File: config.mk
export PLATFORM = sky130hd
export DESIGN_NAME = line_buffer_writer
export DESIGN_NICKNAME = d
export VERILOG_FILES = /design/src/rtl/video_pkg.sv /design/src/rtl/line_buffer_writer.sv
export SDC_FILE = /design/constraint.sdc
export NUM_CORES = 1
export LEC_CHECK = 0
export BUFFER_PORTS_ARGS = -buffer_cell sky130_fd_sc_hd__buf_4
export CELL_PAD_IN_SITES_DETAIL_PLACEMENT = 0
export CELL_PAD_IN_SITES_GLOBAL_PLACEMENT = 2
export CORE_ASPECT_RATIO = 0.75
export CORE_UTILIZATION = 32
export CTS_BUF_LIST = sky130_fd_sc_hd__clkbuf_8
export CTS_CLUSTER_DIAMETER = 80
export DETAILED_ROUTE_END_ITERATION = 10
export PLACE_DENSITY = 0.82
export SETUP_SLACK_MARGIN = 0.5
export SYNTH_ARGS = -nofsm -noshare
export SYNTH_HDL_FRONTEND = slang
export SYNTH_SLANG_ARGS = --single-unit
File: constraint.sdc
create_clock -name clock -period 2.5 [get_ports clock]
set_input_delay 0.375 -clock clock [delete_from_list [all_inputs] [get_ports clock]]
set_output_delay 0.375 -clock clock [all_outputs]
set_load 0.01 [all_outputs]
File: src/rtl/video_pkg.sv
// Shared video-timing constants and types for the capture-side pixel pipeline.
// Geometry helpers pick the active window from the line_doubler mode bit.
package video_pkg;

  localparam logic [11:0] WIDTH_480P  = 12'd720;
  localparam logic [11:0] HEIGHT_480P = 12'd480;
  localparam logic [11:0] WIDTH_240P  = 12'd640;
  localparam logic [11:0] HEIGHT_240P = 12'd240;

  typedef logic [1:0] state_t;
  localparam state_t IDLE = 2'd0;
  localparam state_t LINE = 2'd1;
  localparam state_t GAP  = 2'd2;
  localparam state_t DONE = 2'd3;

  typedef struct packed {
    logic [7:0] red;
    logic [7:0] green;
    logic [7:0] blue;
  } rgb888_t;

  function automatic logic [11:0] widthFor(input logic lineDoubler);
    return lineDoubler ? WIDTH_240P : WIDTH_480P;
  endfunction

  function automatic logic [11:0] heightFor(input logic lineDoubler);
    return lineDoubler ? HEIGHT_240P : HEIGHT_480P;
  endfunction

endpackage

File: src/rtl/line_buffer_writer.sv
// Writes visible pixels of the captured stream into a slotted line-buffer RAM and
// tells the read side when enough lines of the current frame are buffered.
module line_buffer_writer
  import video_pkg::*;
#(
  parameter int SLOT_BITS  = 2,
  parameter int X_BITS     = 10,
  parameter int LEAD_LINES = 2
) (
  input  logic                        clock,
  input  logic                        reset,
  input  logic                        line_doubler,
  input  logic                        add_line,
  input  logic [11:0]                 counterX,
  input  logic [11:0]                 counterY,
  input  logic [7:0]                  red,
  input  logic [7:0]                  green,
  input  logic [7:0]                  blue,
  output logic [SLOT_BITS+X_BITS-1:0] wraddress,
  output logic [23:0]                 wrdata,
  output logic                        wren,
  output logic                        line_done,
  output logic                        frame_start,
  output logic                        starttrigger,
  output logic                        add_line_out
);

  state_t                        state_q, state_d;
  logic [SLOT_BITS-1:0]          slot_q, slot_d;
  logic [7:0]                    lineCount_q, lineCount_d;
  logic                          lineDoubler_q, lineDoubler_d;
  logic                          addLineOut_q, addLineOut_d;
  logic                          wren_q, wren_d;
  logic [SLOT_BITS+X_BITS-1:0]   wraddress_q, wraddress_d;
  logic [23:0]                   wrdata_q, wrdata_d;
  logic                          lineDone_q, lineDone_d;
  logic                          frameStart_q, frameStart_d;
  logic                          startTrig_q, startTrig_d;

  rgb888_t     pixel;
  logic [11:0] frameWidth;
  logic [11:0] frameHeight;
  logic        isOrigin;
  logic        isVisible;

  assign pixel       = '{red: red, green: green, blue: blue};
  assign frameWidth  = widthFor(lineDoubler_q);
  assign frameHeight = heightFor(lineDoubler_q);
  assign isOrigin    = (counterX == 12'd0) && (counterY == 12'd0);
  assign isVisible   = (counterX < frameWidth) && (counterY < frameHeight);

  // A frame origin always wins, whatever state we are in, so a sync glitch restarts cleanly.
  always_comb begin
    state_d       = state_q;
    slot_d        = slot_q;
    lineCount_d   = lineCount_q;
    lineDoubler_d = lineDoubler_q;
    addLineOut_d  = addLineOut_q;
    wren_d        = 1'b0;
    wraddress_d   = wraddress_q;
    wrdata_d      = wrdata_q;
    lineDone_d    = 1'b0;
    frameStart_d  = 1'b0;
    startTrig_d   = startTrig_q | (lineCount_q >= 8'(LEAD_LINES));

    if (isOrigin) begin
      frameStart_d  = 1'b1;
      lineDoubler_d = line_doubler;
      addLineOut_d  = add_line;
      slot_d        = '0;
      lineCount_d   = '0;
      startTrig_d   = 1'b0;
      state_d       = LINE;
      wren_d        = 1'b1;
      wraddress_d   = '0;
      wrdata_d      = pixel;
    end else begin
      case (state_q)
        LINE: begin
          if (isVisible) begin
            wren_d      = 1'b1;
            wraddress_d = {slot_q, counterX[X_BITS-1:0]};
            wrdata_d    = pixel;
            if (counterX == frameWidth - 12'd1) begin
              lineDone_d  = 1'b1;
              slot_d      = slot_q + SLOT_BITS'(1);
              lineCount_d = (lineCount_q == 8'hFF) ? lineCount_q : lineCount_q + 8'd1;
              state_d     = (counterY == frameHeight - 12'd1) ? DONE : GAP;
            end
          end
        end
        GAP: begin
          if (counterX == 12'd0 && counterY < frameHeight) begin
            state_d     = LINE;
            wren_d      = 1'b1;
            wraddress_d = {slot_q, counterX[X_BITS-1:0]};
            wrdata_d    = pixel;
          end
        end
        default: ;
      endcase
    end
  end

  always_ff @(posedge clock or negedge reset) begin
    if (!reset) begin
      state_q       <= IDLE;
      slot_q        <= '0;
      lineCount_q   <= '0;
      lineDoubler_q <= 1'b0;
      addLineOut_q  <= 1'b0;
      wren_q        <= 1'b0;
      wraddress_q   <= '0;
      wrdata_q      <= '0;
      lineDone_q    <= 1'b0;
      frameStart_q  <= 1'b0;
      startTrig_q   <= 1'b0;
    end else begin
      state_q       <= state_d;
      slot_q        <= slot_d;
      lineCount_q   <= lineCount_d;
      lineDoubler_q <= lineDoubler_d;
      addLineOut_q  <= addLineOut_d;
      wren_q        <= wren_d;
      wraddress_q   <= wraddress_d;
      wrdata_q      <= wrdata_d;
      lineDone_q    <= lineDone_d;
      frameStart_q  <= frameStart_d;
      startTrig_q   <= startTrig_d;
    end
  end

  assign wraddress    = wraddress_q;
  assign wrdata       = wrdata_q;
  assign wren         = wren_q;
  assign line_done    = lineDone_q;
  assign frame_start  = frameStart_q;
  assign starttrigger = startTrig_q;
  assign add_line_out = addLineOut_q;

endmodule

==> flow_summary.ini <==
[floorplanning]
die_x_um = 105
start_util_pct = 33.9
core_area_um2 = 7530
dieArea_um2 = 8350
die_y_um = 79.4
num_rows = 27
io_pins = 93

[worst_hold_path]
hold_path_class = input port to async pin

[logic_synthesis]
synthDistinctLibCells = 43
synth_edf_count = 0
async_flop_share_pct = 100
postSynthAreaPerCell_um2 = 12.3
ys.flop_type = dfrtp_1
yosysSeqAreaShare_pct = 52.9
synth_cells = 208
syn_nets = 268
synth_seq_cells = 54
ys_warn_count = 0
syn-cell-area_um2 = 2550

[pwr]
power_density_nw_per_um2 = 418
swShare_pct = 24.5
p_sw_uw = 406
clock_power_share_pct = 32.1
ir_drop_mv = 0.233
cellLeakagePower_nw = 1.84
pwr-share-seq_pct = 55.2
combPwrFrac_pct = 12.7
intPower_mw = 1.25

[timing]
drv_slew = 0
post-route-period-util_pct = 93.2
slew_headroom_pct = 53.5
holdWs_ps = 95.5
fin_crit_ps = 2330
rsz0062_at_grt = true
setup_violations = 0
tns_ps = 0
skew_ps = 7.32
worst_pin_slew_ps = 693
max_freq_ghz = 0.429
hold_viol_final = 0

[global_routing]
grt_max_degree = 55
grt_use_total_pct = 16.4
grt_pass1_wl_mm = 10.7
antenna_found_initial = 0
grt_pass1_vias = 2044
grt.overflow.total = 0

[detailed_routing]
wire_per_inst_um = 15.5
vias_per_cell = 4.87
drt_pass1_iterations = 4
vias = 2113
first_iter_violations = 81
wl_mm = 6.71
drt.antenna.violating_nets = 0
drc_errors = 0

[cts]
htree_num_levels = 2
clockRootBuffer = clkbuf_8
clock_latency_ps = 310
clockBufferDepth = 2
cts.clk_slew.worst_paths_ps = 100
cts_sinks = 54
cts_tree = done
hold_buffers = 0
numCtsBuffers = 5

[final_layout]
nFillCells = 683
final_cells = 434
regArea_um2 = 1350
layout_commonest_cell = buf_4
drive_above_1_share_pct = 51.7
fin_area_um2 = 3960
syn_to_final_growth_pct = 55.1
nets = 392
utilization_pct = 52.6
n_antenna_cell = 0
multi_input_area_um2 = 1330
final_cell_mix = buf_4 (111), dfrtp_1 (53), mux2_1 (30)

[setup_path]
path_max_fanout = 8
cp.arrival_ps = 2530
cp-start-kind = register
worstPathRequired_ps = 2700
criticalPathCategory = register to register
critPathCaptureType = register

[place]
port_buffers = 92
finalWeightedCongestion = 0.758
hpwl_mm = 4.60
postPlaceCellArea_um2 = 3460
placedCellCount = 410

[outcome]
status = completed

[flow_run]
drv_cap = 0
[registers in the layout, summed over array words and instances (netlist names)]
signal and flops:
starttrigger 1, state_q 2, wrdata 24, line_done 1
wren 1, wraddress 12, slot_q 2, add_line_out 1
lineCount_q 8, frame_start 1, lineDoubler_q 1
[cell families after synthesis]
group / after synthesis / synth area share [%]
AO/OA/AOI/OAI: 23 / 7.40
XOR/XNOR: 5 / 1.71
adder cells (fa/ha/maj): 8 / 3.92
buffers and inverters: 16 / 3.28
flip-flops: 54 / 52.9
multiplexers: 39 / 16.9
AND/OR/NAND/NOR: 63 / 13.9
[per-stage QoR]
| step | setup WS, ps | power (mW) |
|---|---|---|
| 3_5_place_dp | 4.76 | 1.13 |
| 2_1_floorplan | 238 | 0.979 |
| 6_report | 171 | 1.66 |
| 3_3_place_gp | 1.71 | 1.13 |
| 4_1_cts | 189 | 1.68 |
| 5_1_grt | 60.1 | 1.74 |
[final timing paths]
check	start	end	slack, ps	depth (start not counted)
min reg2reg	add_line_out	add_line_out	490	2
min	reset	wrdata[2]	100	1
max in group asynchronous	reset	lineDoubler_q	1900	1
max reg2reg	lineDoubler_q	wrdata[6]	170	11
min in group clock	add_line	add_line_out	250	3
max	lineDoubler_q	wrdata[6]	170	11
[power groups by stage]
| stage | sequential (mW) | clock, mW | combinational [mW] |
|---|---|---|---|
| final | 0.915 | 0.531 | 0.210 |
| after global routing | 0.919 | 0.590 | 0.228 |
| after CTS | 0.915 | 0.554 | 0.207 |
| after detailed placement | 0.932 | 0 | 0.196 |
| after global placement | 0.932 | 0 | 0.193 |
| after floorplan | 0.945 | 0 | 0.0341 |
[worst max-delay path: stages (launching register included)]
cell and delay [ps]:
dfrtp_2 420, buf_6 120, buf_4 130, ha_4 210, a41oi_2 180, buf_4 170, o211ai_4 90, a22oi_4 240
nor2_4 60, buf_4 150, buf_16 140, mux2_1 310
[metal layers]
layer / track usage [%] / share of wire, % / routed length, um / vias up
li1: - / - / - / 1007
met1: 24.0 / 51 / 3390 / 1023
met2: 25.4 / 44 / 2940 / 77
met3: 3.51 / 5.0 / 336 / 6
met4: 2.54 / 0.63 / 42 / 0
met5: 0 / 0 / 0 / -
[layout make-up]
cell class                 count  share of cell area [%]
sequential                    54                    34.1
multi-input combinational    138                    33.4
timing repair buffer         123                    25.8
tap                          101                    3.19
clock buffer                   6                    2.08
inverter                      10                   0.947
clock inverter                 2                   0.410
[synthesized netlist by cell type (4+ instances only)]
master   number  area (um^2)
dfrtp_1      54         1350
mux2_1       34          383
nor2_1       11         41.3
nand2_1      10         37.5
inv_1         9         33.8
nor3_1        9         45.0
ha_1          8          100
nand3_1       7         35.0
o21ai_1       6         30.0
mux2i_1       5         50.1
a21oi_1       4         20.0
xnor2_1       4         35.0
[timing repair]
action,in CTS,in global routing
resized for setup,33,16
setup buffers,11,2
endpoints found under the setup margin,48,49
pin swaps,11,8
cloned,2,1
Power figures use the tool's default switching activity.
